`config.mk`:
```
export PLATFORM = sky130hd
export DESIGN_NAME = count_monitor_flat
export DESIGN_NICKNAME = d
export VERILOG_FILES = /design/src/rtl/count_monitor_if.sv /design/src/rtl/count_monitor.sv /design/src/flat_wrapper.sv
export SDC_FILE = /design/constraint.sdc
export NUM_CORES = 1
export LEC_CHECK = 0
export CAP_MARGIN = 20
export CELL_PAD_IN_SITES_DETAIL_PLACEMENT = 0
export CELL_PAD_IN_SITES_GLOBAL_PLACEMENT = 1
export CORE_MARGIN = 10
export CORE_UTILIZATION = 42
export CTS_CLUSTER_DIAMETER = 50
export DETAILED_ROUTE_END_ITERATION = 7
export HOLD_SLACK_MARGIN = 0.15
export PLACE_DENSITY_LB_ADDON = 0.25
export SLEW_MARGIN = 25
export SYNTH_ARGS = -nofsm -noshare
export SYNTH_HDL_FRONTEND = slang
export SYNTH_SLANG_ARGS = --single-unit
export TNS_END_PERCENT = 100
```
`constraint.sdc`:
```
create_clock -name clk -period 2.8 [get_ports clk]
set_input_delay 0.7 -clock clk [delete_from_list [all_inputs] [get_ports clk]]
set_output_delay 0.7 -clock clk [all_outputs]
set_load 0.02 [all_outputs]
```
`src/rtl/count_monitor_if.sv`:
```
// count_monitor_if
// Groups the sample stream and the monitor results of count_monitor.
//   in_cnt    : observed 4-bit count value
//   in_vld    : in_cnt is meaningful on this edge
//   locked    : monitor is tracking the sequence
//   err_pulse : one-cycle pulse per mismatch while locked
//   err_cnt   : saturating count of mismatches while locked
//   wrap_cnt  : saturating count of correct 15->0 wraps while locked
//   state     : current tracking state (HUNT=0, SYNC=1, LOCKED=2), for observation
// Handshake: there is no back-pressure. A sample is taken on every rising edge
// where in_vld=1; the results of that sample are visible one clock later.
interface count_monitor_if;
    logic [3:0] in_cnt;
    logic       in_vld;
    logic       locked;
    logic       err_pulse;
    logic [7:0] err_cnt;
    logic [7:0] wrap_cnt;
    logic [1:0] state;

    modport master (
        output in_cnt, in_vld,
        input  locked, err_pulse, err_cnt, wrap_cnt, state
    );

    modport slave (
        input  in_cnt, in_vld,
        output locked, err_pulse, err_cnt, wrap_cnt, state
    );
endinterface

```
`src/rtl/count_monitor.sv`:
```
// count_monitor
// Watches the output of a free-running 4-bit up-counter and reports whether it
// is counting correctly. After LOCK_N consecutive correct increments the
// monitor locks; while locked every mismatch is pulsed and counted, correct
// 15->0 wraps are counted, and LOSE_N consecutive mismatches drop back to SYNC.
// Every valid sample becomes the new reference, so the monitor follows a
// counter that has jumped to a new value.
// Ports:
//   clk : clock, rising edge
//   rst : asynchronous active-high reset
//   bus : count_monitor_if.slave (in_cnt/in_vld in, results and state out)
module count_monitor #(
    parameter int LOCK_N = 4,
    parameter int LOSE_N = 2
) (
    input  logic            clk,
    input  logic            rst,
    count_monitor_if.slave  bus
);

    typedef enum logic [1:0] {
        HUNT   = 2'd0,
        SYNC   = 2'd1,
        LOCKED = 2'd2
    } state_t;

    localparam logic [3:0] LOCK_V = 4'(LOCK_N);
    localparam logic [3:0] LOSE_V = 4'(LOSE_N);

    state_t     state;
    logic [3:0] prev;
    logic [3:0] good_run;
    logic [3:0] miss_run;
    logic       locked;
    logic       err_pulse;
    logic [7:0] err_cnt;
    logic [7:0] wrap_cnt;

    logic [3:0] exp_val;
    logic [3:0] good_nxt;
    logic [3:0] miss_nxt;
    logic       match;
    logic       wrap;

    // 4-bit addition wraps naturally, so 15 is followed by 0.
    assign exp_val  = prev + 4'd1;
    assign match    = (bus.in_cnt == exp_val);
    assign wrap     = (prev == 4'd15) && (bus.in_cnt == 4'd0);
    assign good_nxt = good_run + 4'd1;
    assign miss_nxt = miss_run + 4'd1;

    always_ff @(posedge clk or posedge rst) begin
        if (rst) begin
            state     <= HUNT;
            prev      <= 4'd0;
            good_run  <= 4'd0;
            miss_run  <= 4'd0;
            locked    <= 1'b0;
            err_pulse <= 1'b0;
            err_cnt   <= 8'd0;
            wrap_cnt  <= 8'd0;
        end else begin
            err_pulse <= 1'b0;
            if (bus.in_vld) begin
                // Every sample becomes the new reference, mismatches included.
                prev <= bus.in_cnt;
                case (state)
                    HUNT: begin
                        good_run <= 4'd0;
                        state    <= SYNC;
                    end
                    SYNC: begin
                        if (match) begin
                            good_run <= good_nxt;
                            if (good_nxt == LOCK_V) begin
                                state    <= LOCKED;
                                locked   <= 1'b1;
                                miss_run <= 4'd0;
                            end
                        end else begin
                            good_run <= 4'd0;
                        end
                    end
                    LOCKED: begin
                        if (match) begin
                            miss_run <= 4'd0;
                            if (wrap && (wrap_cnt != 8'hFF)) begin
                                wrap_cnt <= wrap_cnt + 8'd1;
                            end
                        end else begin
                            // The mismatch that drops lock is still reported.
                            err_pulse <= 1'b1;
                            if (err_cnt != 8'hFF) begin
                                err_cnt <= err_cnt + 8'd1;
                            end
                            if (miss_nxt == LOSE_V) begin
                                state    <= SYNC;
                                locked   <= 1'b0;
                                good_run <= 4'd0;
                                miss_run <= 4'd0;
                            end else begin
                                miss_run <= miss_nxt;
                            end
                        end
                    end
                    default: begin
                        state  <= HUNT;
                        locked <= 1'b0;
                    end
                endcase
            end
        end
    end

    assign bus.locked    = locked;
    assign bus.err_pulse = err_pulse;
    assign bus.err_cnt   = err_cnt;
    assign bus.wrap_cnt  = wrap_cnt;
    assign bus.state     = state;

endmodule

```
`src/flat_wrapper.sv`:
```
// flat-port wrapper written by rule: the top's interface ports become plain ports
module count_monitor_flat 
#(
    parameter int LOCK_N = 4,
    parameter int LOSE_N = 2
)
  (clk, rst, bus_in_cnt, bus_in_vld, bus_locked, bus_err_pulse, bus_err_cnt, bus_wrap_cnt, bus_state);
  count_monitor_if bus_i ();
  input  logic clk;
  input  logic rst;
  input wire logic [$bits(bus_i.in_cnt)-1:0] bus_in_cnt;
  input wire logic [$bits(bus_i.in_vld)-1:0] bus_in_vld;
  output wire logic [$bits(bus_i.locked)-1:0] bus_locked;
  output wire logic [$bits(bus_i.err_pulse)-1:0] bus_err_pulse;
  output wire logic [$bits(bus_i.err_cnt)-1:0] bus_err_cnt;
  output wire logic [$bits(bus_i.wrap_cnt)-1:0] bus_wrap_cnt;
  output wire logic [$bits(bus_i.state)-1:0] bus_state;
  assign bus_i.in_cnt = bus_in_cnt;
  assign bus_i.in_vld = bus_in_vld;
  assign bus_locked = bus_i.locked;
  assign bus_err_pulse = bus_i.err_pulse;
  assign bus_err_cnt = bus_i.err_cnt;
  assign bus_wrap_cnt = bus_i.wrap_cnt;
  assign bus_state = bus_i.state;
  count_monitor #(.LOCK_N(LOCK_N), .LOSE_N(LOSE_N)) u_core (.clk(clk), .rst(rst), .bus(bus_i));
endmodule
```
==> flow_summary.ini, run 1 <==
[placement]
place_hpwl_mm = 3.121
port_buffers = 26
gp_congestion = 0.8621
dp_cells = 252
post_dp_cell_area_um2 = 2180

[sta]
final.min_clock_period_ps = 2396
max_slew.worst_pin.slew_ps = 639.4
layout_worst_path_cycle_share_pct = 85.56
hold_violations = 0
setup_viol = 0
slew_headroom_pct = 57.24
clock_skew_ps = 7.122
rsz0062_at_grt = no
setup_tns_ps = 0
max_clock_freq_ghz = 0.4174
slew_violations = 0

[detailed_routing]
ant_nets = 0
first_iter_violations = 151
vias_per_cell = 5.635
wl_per_cell_um = 16.62
drt-met1-wl_mm = 1.880
first_pass_iters = 4
met2_length_mm = 2.081
num_vias = 1465
maxUsedRoutingLayer = met4
drc = 0
wl_mm = 4.322
met3_length_um = 338

[pwr]
power_density_nw_per_um2 = 450.0
vdd_drop_max_mv = 0.3086
p_leak_nw = 1.024

[logic_synthesis]
syn_area_per_cell_um2 = 10.55
yosys-top-cells-area = dfrtp_1, xnor2_1, ha_1
ys_warn_count = 0
async_reset_ff_share_pct = 100.0
ys_seq_area_share_pct = 43.13
syn_nets = 190
synthDistinctLibCells = 44
synth_seq_cells = 32
synth-edff-count = 0
yosysTopAreaCell = dfrtp_1
netlist_instances = 176
yosys.area.top_type_share_pct = 43.13
synth_flop_cell = dfrtp_1
syn_area_um2 = 1857

[clock_network]
hold_buffers = 0
clock_path_buffers = 2
cts.sinks = 32
cts_resized = 0
root_buffer = clkbuf_8
htreeDepth = 2
postCtsSetupBuffers = 0
cts_buffers = 5
clk_latency_ps = 280
cts_tree = built
clk_pin_slew_worst_paths_ps = 70

[die]
die_w_um = 86.49
dieArea_um2 = 7481
ios = 27
die_h_um = 86.49
floorplan.rows = 24
core-area_um2 = 4324
start_util_pct = 42.94

[worst_setup_path]
start_kind = input pin
r2r_start = u_core.miss_run[0]$_DFFE_PP0P_
r2r_cells = 6
worstPathRequired_ps = 2960
cp.arrival_ps = 2550
r2r-end = u_core.good_run[0]$_DFFE_PP0P_
path_class = in2reg
path_max_fanout = 8
r2r_slack_ps = 650
endpoint_kind = flop

[global_routing]
grt_max_degree = 33
antenna_found_initial = 0
grt_pass1_wl_mm = 7.341
gr-usage-all-layers_pct = 12.09
grt_pass1_vias = 1513
grt-ovfl-total = 0

[finish]
final_common_cell = dfrtp_1
finalCoreUtilization_pct = 52.89
drive_above_1_share_pct = 13.46
mostFrequentLayoutCells = dfrtp_1, clkdlybuf4s50_1, nand3_1
fin_nets = 221
finalNonFillerCells = 260
nFillCells = 407
finalInstanceArea_um2 = 2287
syn_to_final_growth_pct = 23.18
n_antenna_cell = 0

[min_path]
holdCritPathClass = reg2reg
hold_start = u_core.bus.wrap_cnt[2]$_DFFE_PP0P_
hold_depth = 1
holdPathEnd = u_core.bus.wrap_cnt[2]$_DFFE_PP0P_

[outcome]
status = finished clean

[run]
drv_cap = 0
where the power goes:
part,leakage (nW),internal (mW),switching (mW)
clock,0.0552,0.264,0.178
sequential,0.422,0.470,0.00991
combinational,0.546,0.0489,0.0585
total,1.02,0.783,0.247
routing by layer:
layer  vias up  GRT usage [%]
met5         -              0
met4         0          3.682
met3         2          5.253
met2        37          19.19
met1       713          14.40
li1        713              -
Yosys cell counts, types with 2 or more instances:
cell type / instances
nand4_1: 9
and2_1: 2
mux2_2: 5
nor2_1: 5
o21ai_0: 3
a221o_1: 2
xor2_1: 5
xnor2_1: 12
and3b_1: 2
nor3_1: 5
buf_6: 2
nand2_1: 10
and3_1: 10
o32ai_1: 2
a31o_2: 3
a31oi_1: 2
dfrtp_1: 32
inv_1: 7
and4_1: 2
nor2b_1: 2
clkbuf_1: 4
a32o_1: 4
ha_1: 7
o31ai_1: 2
nand2b_1: 2
a21boi_0: 2
buf_2: 2
nand3_1: 15
sequential cells by signal (all words and copies together) (netlist names):
signal / cells
u_core.bus.locked: 1
u_core.bus.err_cnt: 8
u_core.prev: 4
u_core.bus.state: 2
u_core.good_run: 4
u_core.bus.err_pulse: 1
u_core.bus.wrap_cnt: 8
u_core.miss_run: 4
worst max-delay path, stage by stage:
cell	delay (ps)
clkdlybuf4s50_1	520
xor3_2	370
nor3_4	290
and2_4	260
and3_1	300
o32ai_1	130
final cells by class:
class,instances,area [um2],area share [%]
tap,52,65.06,2.845
sequential,32,800.8,35.01
timing repair buffer,32,305.3,13.35
clock buffer,6,72.57,3.173
clock inverter,2,35.03,1.532
multi-input combinational,129,982.2,42.94
inverter,7,26.28,1.149
per-stage QoR:
step / hold WS (ps) / setup WS, ps / power (mW)
2_1_floorplan: 508.3 / 626.2 / 0.5652
3_3_place_gp: 493.6 / 174.1 / 0.5916
3_5_place_dp: 497.0 / 94.75 / 0.5966
4_1_cts: 509.2 / 398.3 / 1.042
5_1_grt: 536.9 / 237.9 / 1.072
6_report: 511.8 / 404.2 / 1.029
cell families (layout without fill, tap and decap cells):
kind of cell / after synthesis / after routing / share of synthesized area [%]
simple gates: 72 / 72 / 23.38
flops: 32 / 32 / 43.13
compound gates: 24 / 24 / 10.44
xor+xnor: 18 / 18 / 9.366
buf+inv: 15 / 47 / 3.976
mux: 8 / 8 / 4.986
fa+ha+maj: 7 / 7 / 4.717
worst max-delay path by stage:
stage | start | to | depth (start not counted)
after CTS | bus_in_cnt[2] | u_core.miss_run[1]$_DFFE_PP0P_ | 6
after global placement | bus_in_cnt[2] | u_core.bus.wrap_cnt[1]$_DFFE_PP0P_ | 6
after global routing | bus_in_cnt[2] | u_core.miss_run[3]$_DFFE_PP0P_ | 6
after floorplan | bus_in_vld | u_core.bus.wrap_cnt[1]$_DFFE_PP0P_ | 7
final | bus_in_cnt[2] | u_core.miss_run[1]$_DFFE_PP0P_ | 6
after detailed placement | bus_in_cnt[2] | u_core.miss_run[1]$_DFFE_PP0P_ | 6
Note: power is estimated with default switching activity, not from simulation.
==> run 2, diff against run 1 <==
Settings changed: ABC_AREA set to 1, CAP_MARGIN 20 to unset, CORE_UTILIZATION 42 to 40.
Clock period 2.8 ns to 2.45 ns, I/O delays scaled along.
==> run 2 against run 1 <==
  * Clock skew hardly changed
  * Register-to-register slack worse by 40 ps
  * Sequential power is 46% higher
  * Global-route usage is 1.2 points lower
  * Combinational power grew to 5.3 times the previous value
  * Area after synthesis is 0.47% higher
  * Final cell count is 18% higher
  * Setup slack better by 45 ps
  * Synthesized cell count is 26% higher
  * First-iteration DRC count is 72% lower
  * Routed wire length is 15% lower
  * Die area is 4.2% higher
  * Largest power group unchanged
==> flow_summary.ini, run 2 <==
[outcome]
status = finished clean

[worst_setup_path]
worstPathRequired_ps = 1840
r2r_slack_ps = 610
cp.arrival_ps = 1390
r2r_cells = 10
r2r_start = u_core.prev[0]$_DFFE_PP0P_
start_kind = flop
worstSetupStartpoint = u_core.bus.state[1]$_DFFE_PP0P_
path_class = reg2out
r2r-end = u_core.bus.wrap_cnt[3]$_DFFE_PP0P_
path_delay_family = buffers and inverters
path_max_fanout = 6
cp_cell_sequence = clkdlybuf4s50_1
cp_slowest_cell = clkdlybuf4s50_1
endpoint_kind = output port
crit_buf_inv = 1
slowest_delay_ps = 650

[sta]
max_slew.worst_pin.slew_ps = 420.4
setup_tns_ps = 0
whs_ps = 490.3
layout_worst_path_cycle_share_pct = 81.67
final.setup.worst_slack_ps = 449.0
hold_violations = 0
clock_skew_ps = 6.920
rsz0062_at_grt = no
slew_violations = 0
slew_headroom_pct = 71.97
setup_viol = 0
max_clock_freq_ghz = 0.4997
final.min_clock_period_ps = 2001

[finish]
finalInstanceArea_um2 = 2300
syn_to_final_growth_pct = 23.27
drive_above_1_share_pct = 11.72
finalNonFillerCells = 308
final_common_cell = nand2_1
mostFrequentLayoutCells = nand2_1, dfrtp_1, inv_1
n_antenna_cell = 0
reg.largest.list = u_core.bus.err_cnt (8), u_core.bus.wrap_cnt (8)
fin_nets = 269

[placement]
place_ws_ps = 175.3
post_dp_cell_area_um2 = 2192
port_buffers = 26
dp_cells = 300
place_hpwl_mm = 2.713
gp_congestion = 0.7873

[global_routing]
grt_util_met3_pct = 3.309
grt-ovfl-total = 0
grt_util_met1_pct = 12.93
antenna_found_initial = 0
grt_max_degree = 33
gr-usage-all-layers_pct = 10.86
grt_pass1_wl_mm = 6.630
use_met2_pct = 16.88
grt_pass1_vias = 1454
busiest_layer = met2

[logic_synthesis]
synthDistinctLibCells = 26
async_reset_ff_share_pct = 100.0
syn_area_um2 = 1866
syn_area_per_cell_um2 = 8.403
yosys-top-cells-area = dfrtp_1, nand2_1, inv_1
yosysTopAreaCell = dfrtp_1
synth-edff-count = 0
ys_seq_area_share_pct = 42.92
synthTopCellsByCount = nand2_1, dfrtp_1, inv_1, nand3_1, o21ai_0
netlist_instances = 222
ys_warn_count = 0
synth_flop_cell = dfrtp_1
synth_seq_cells = 32
syn_nets = 236
yosys.area.top_type_share_pct = 42.92
synth.most_common_cell = nand2_1

[min_path]
holdPathEnd = u_core.bus.locked$_DFFE_PP0P_
holdCritPathClass = reg2reg
hold_start = u_core.bus.locked$_DFFE_PP0P_
hold_depth = 2

[detailed_routing]
vias_per_cell = 4.766
first_iter_violations = 42
first_pass_iters = 4
ant_nets = 0
drc = 0
wl_mm = 3.687
wl_per_cell_um = 11.97
num_vias = 1468

[clock_network]
htreeDepth = 2
cts.sinks = 32
hold_buffers = 0
cts_buffers = 5
cts_resized = 0
root_buffer = clkbuf_8
cts_tree = built
clk_latency_ps = 290
postCtsSetupBuffers = 0
clock_path_buffers = 2
clk_pin_slew_worst_paths_ps = 70

[pwr]
vdd_drop_max_mv = 0.4067
power_frac_comb_pct = 32.1
p_int_mw = 1.153
p_leak_nw = 1.058
p_clk_share_pct = 28.5
power.switching_mw = 0.6241
switching_share_pct = 35.12
power_density_nw_per_um2 = 772.8
power_frac_seq_pct = 39.4

[die]
start_util_pct = 41.98
die_w_um = 88.29
floorplan.rows = 24
dieArea_um2 = 7795
core-area_um2 = 4444
die_h_um = 88.29
ios = 27

[run]
drv_cap = 0
run 2: cell count changes after synthesis, moves of 5 or more:
cell     previous run  this run
mux2_2              5         0
o21ai_2             0         7
inv_1               7        28
o21ai_0             3        13
nand2_1            10        63
and3_1             10         0
run 2: per-stage QoR:
stage | total power, mW | utilization (%)
after detailed placement | 1.286 | 49.32
after floorplan | 1.068 | -
after global placement | 1.286 | 49.32
final | 1.777 | 51.75
after CTS | 1.803 | 51.75
after global routing | 1.914 | 51.75
run 2: power groups by stage:
stage / Clock [mW] / Sequential (mW) / Combinational (mW)
6_report: 0.507 / 0.699 / 0.570
5_1_grt: 0.548 / 0.714 / 0.652
4_1_cts: 0.522 / 0.700 / 0.581
3_5_place_dp: 0 / 0.707 / 0.579
3_3_place_gp: 0 / 0.709 / 0.577
2_1_floorplan: 0 / 0.771 / 0.297
run 2: area by class of cell:
class / count / area [um2]
Clock buffer: 6 / 72.57
Clock inverter: 2 / 35.03
Fill cell: 440 / 2145
Inverter: 29 / 108.9
Multi-Input combinational cell: 158 / 934.6
Sequential cell: 32 / 800.8
Tap cell: 52 / 65.06
Timing Repair Buffer: 29 / 282.8
run 2: worst max path at each step:
stage,to,slack (ps),cells after the start
floorplan,u_core.bus.wrap_cnt[6]$_DFFE_PP0P_,720,11
global placement,u_core.bus.wrap_cnt[1]$_DFFE_PP0P_,180,10
detailed placement,u_core.bus.wrap_cnt[2]$_DFFE_PP0P_,180,10
CTS,bus_state[1],440,1
global route,u_core.bus.locked$_DFFE_PP0P_,320,10
finish,bus_state[1],450,1
run 2: cells by family after synthesis:
group	Yosys count	synth area share, %
AND/OR/NAND/NOR	108	28.57
adder cells (fa/ha/maj)	7	4.695
XOR/XNOR	18	8.451
buffers and inverters	32	6.975
AO/OA/AOI/OAI	25	8.384
flip-flops	32	42.92
run 2: layer usage:
| layer | wire length, um | share of wire [%] | vias up |
|---|---|---|---|
| met5 | 0 | 0 | - |
| met4 | 91 | 2.5 | 0 |
| met3 | 198 | 5.4 | 9 |
| met2 | 1660 | 45 | 20 |
| met1 | 1737 | 47 | 668 |
| li1 | - | - | 771 |
run 2: worst min-delay path, cell delays in order, from the launching register on:
cell and delay, ps:
dfrtp_1 360, nand2_1 60, nand2_1 50
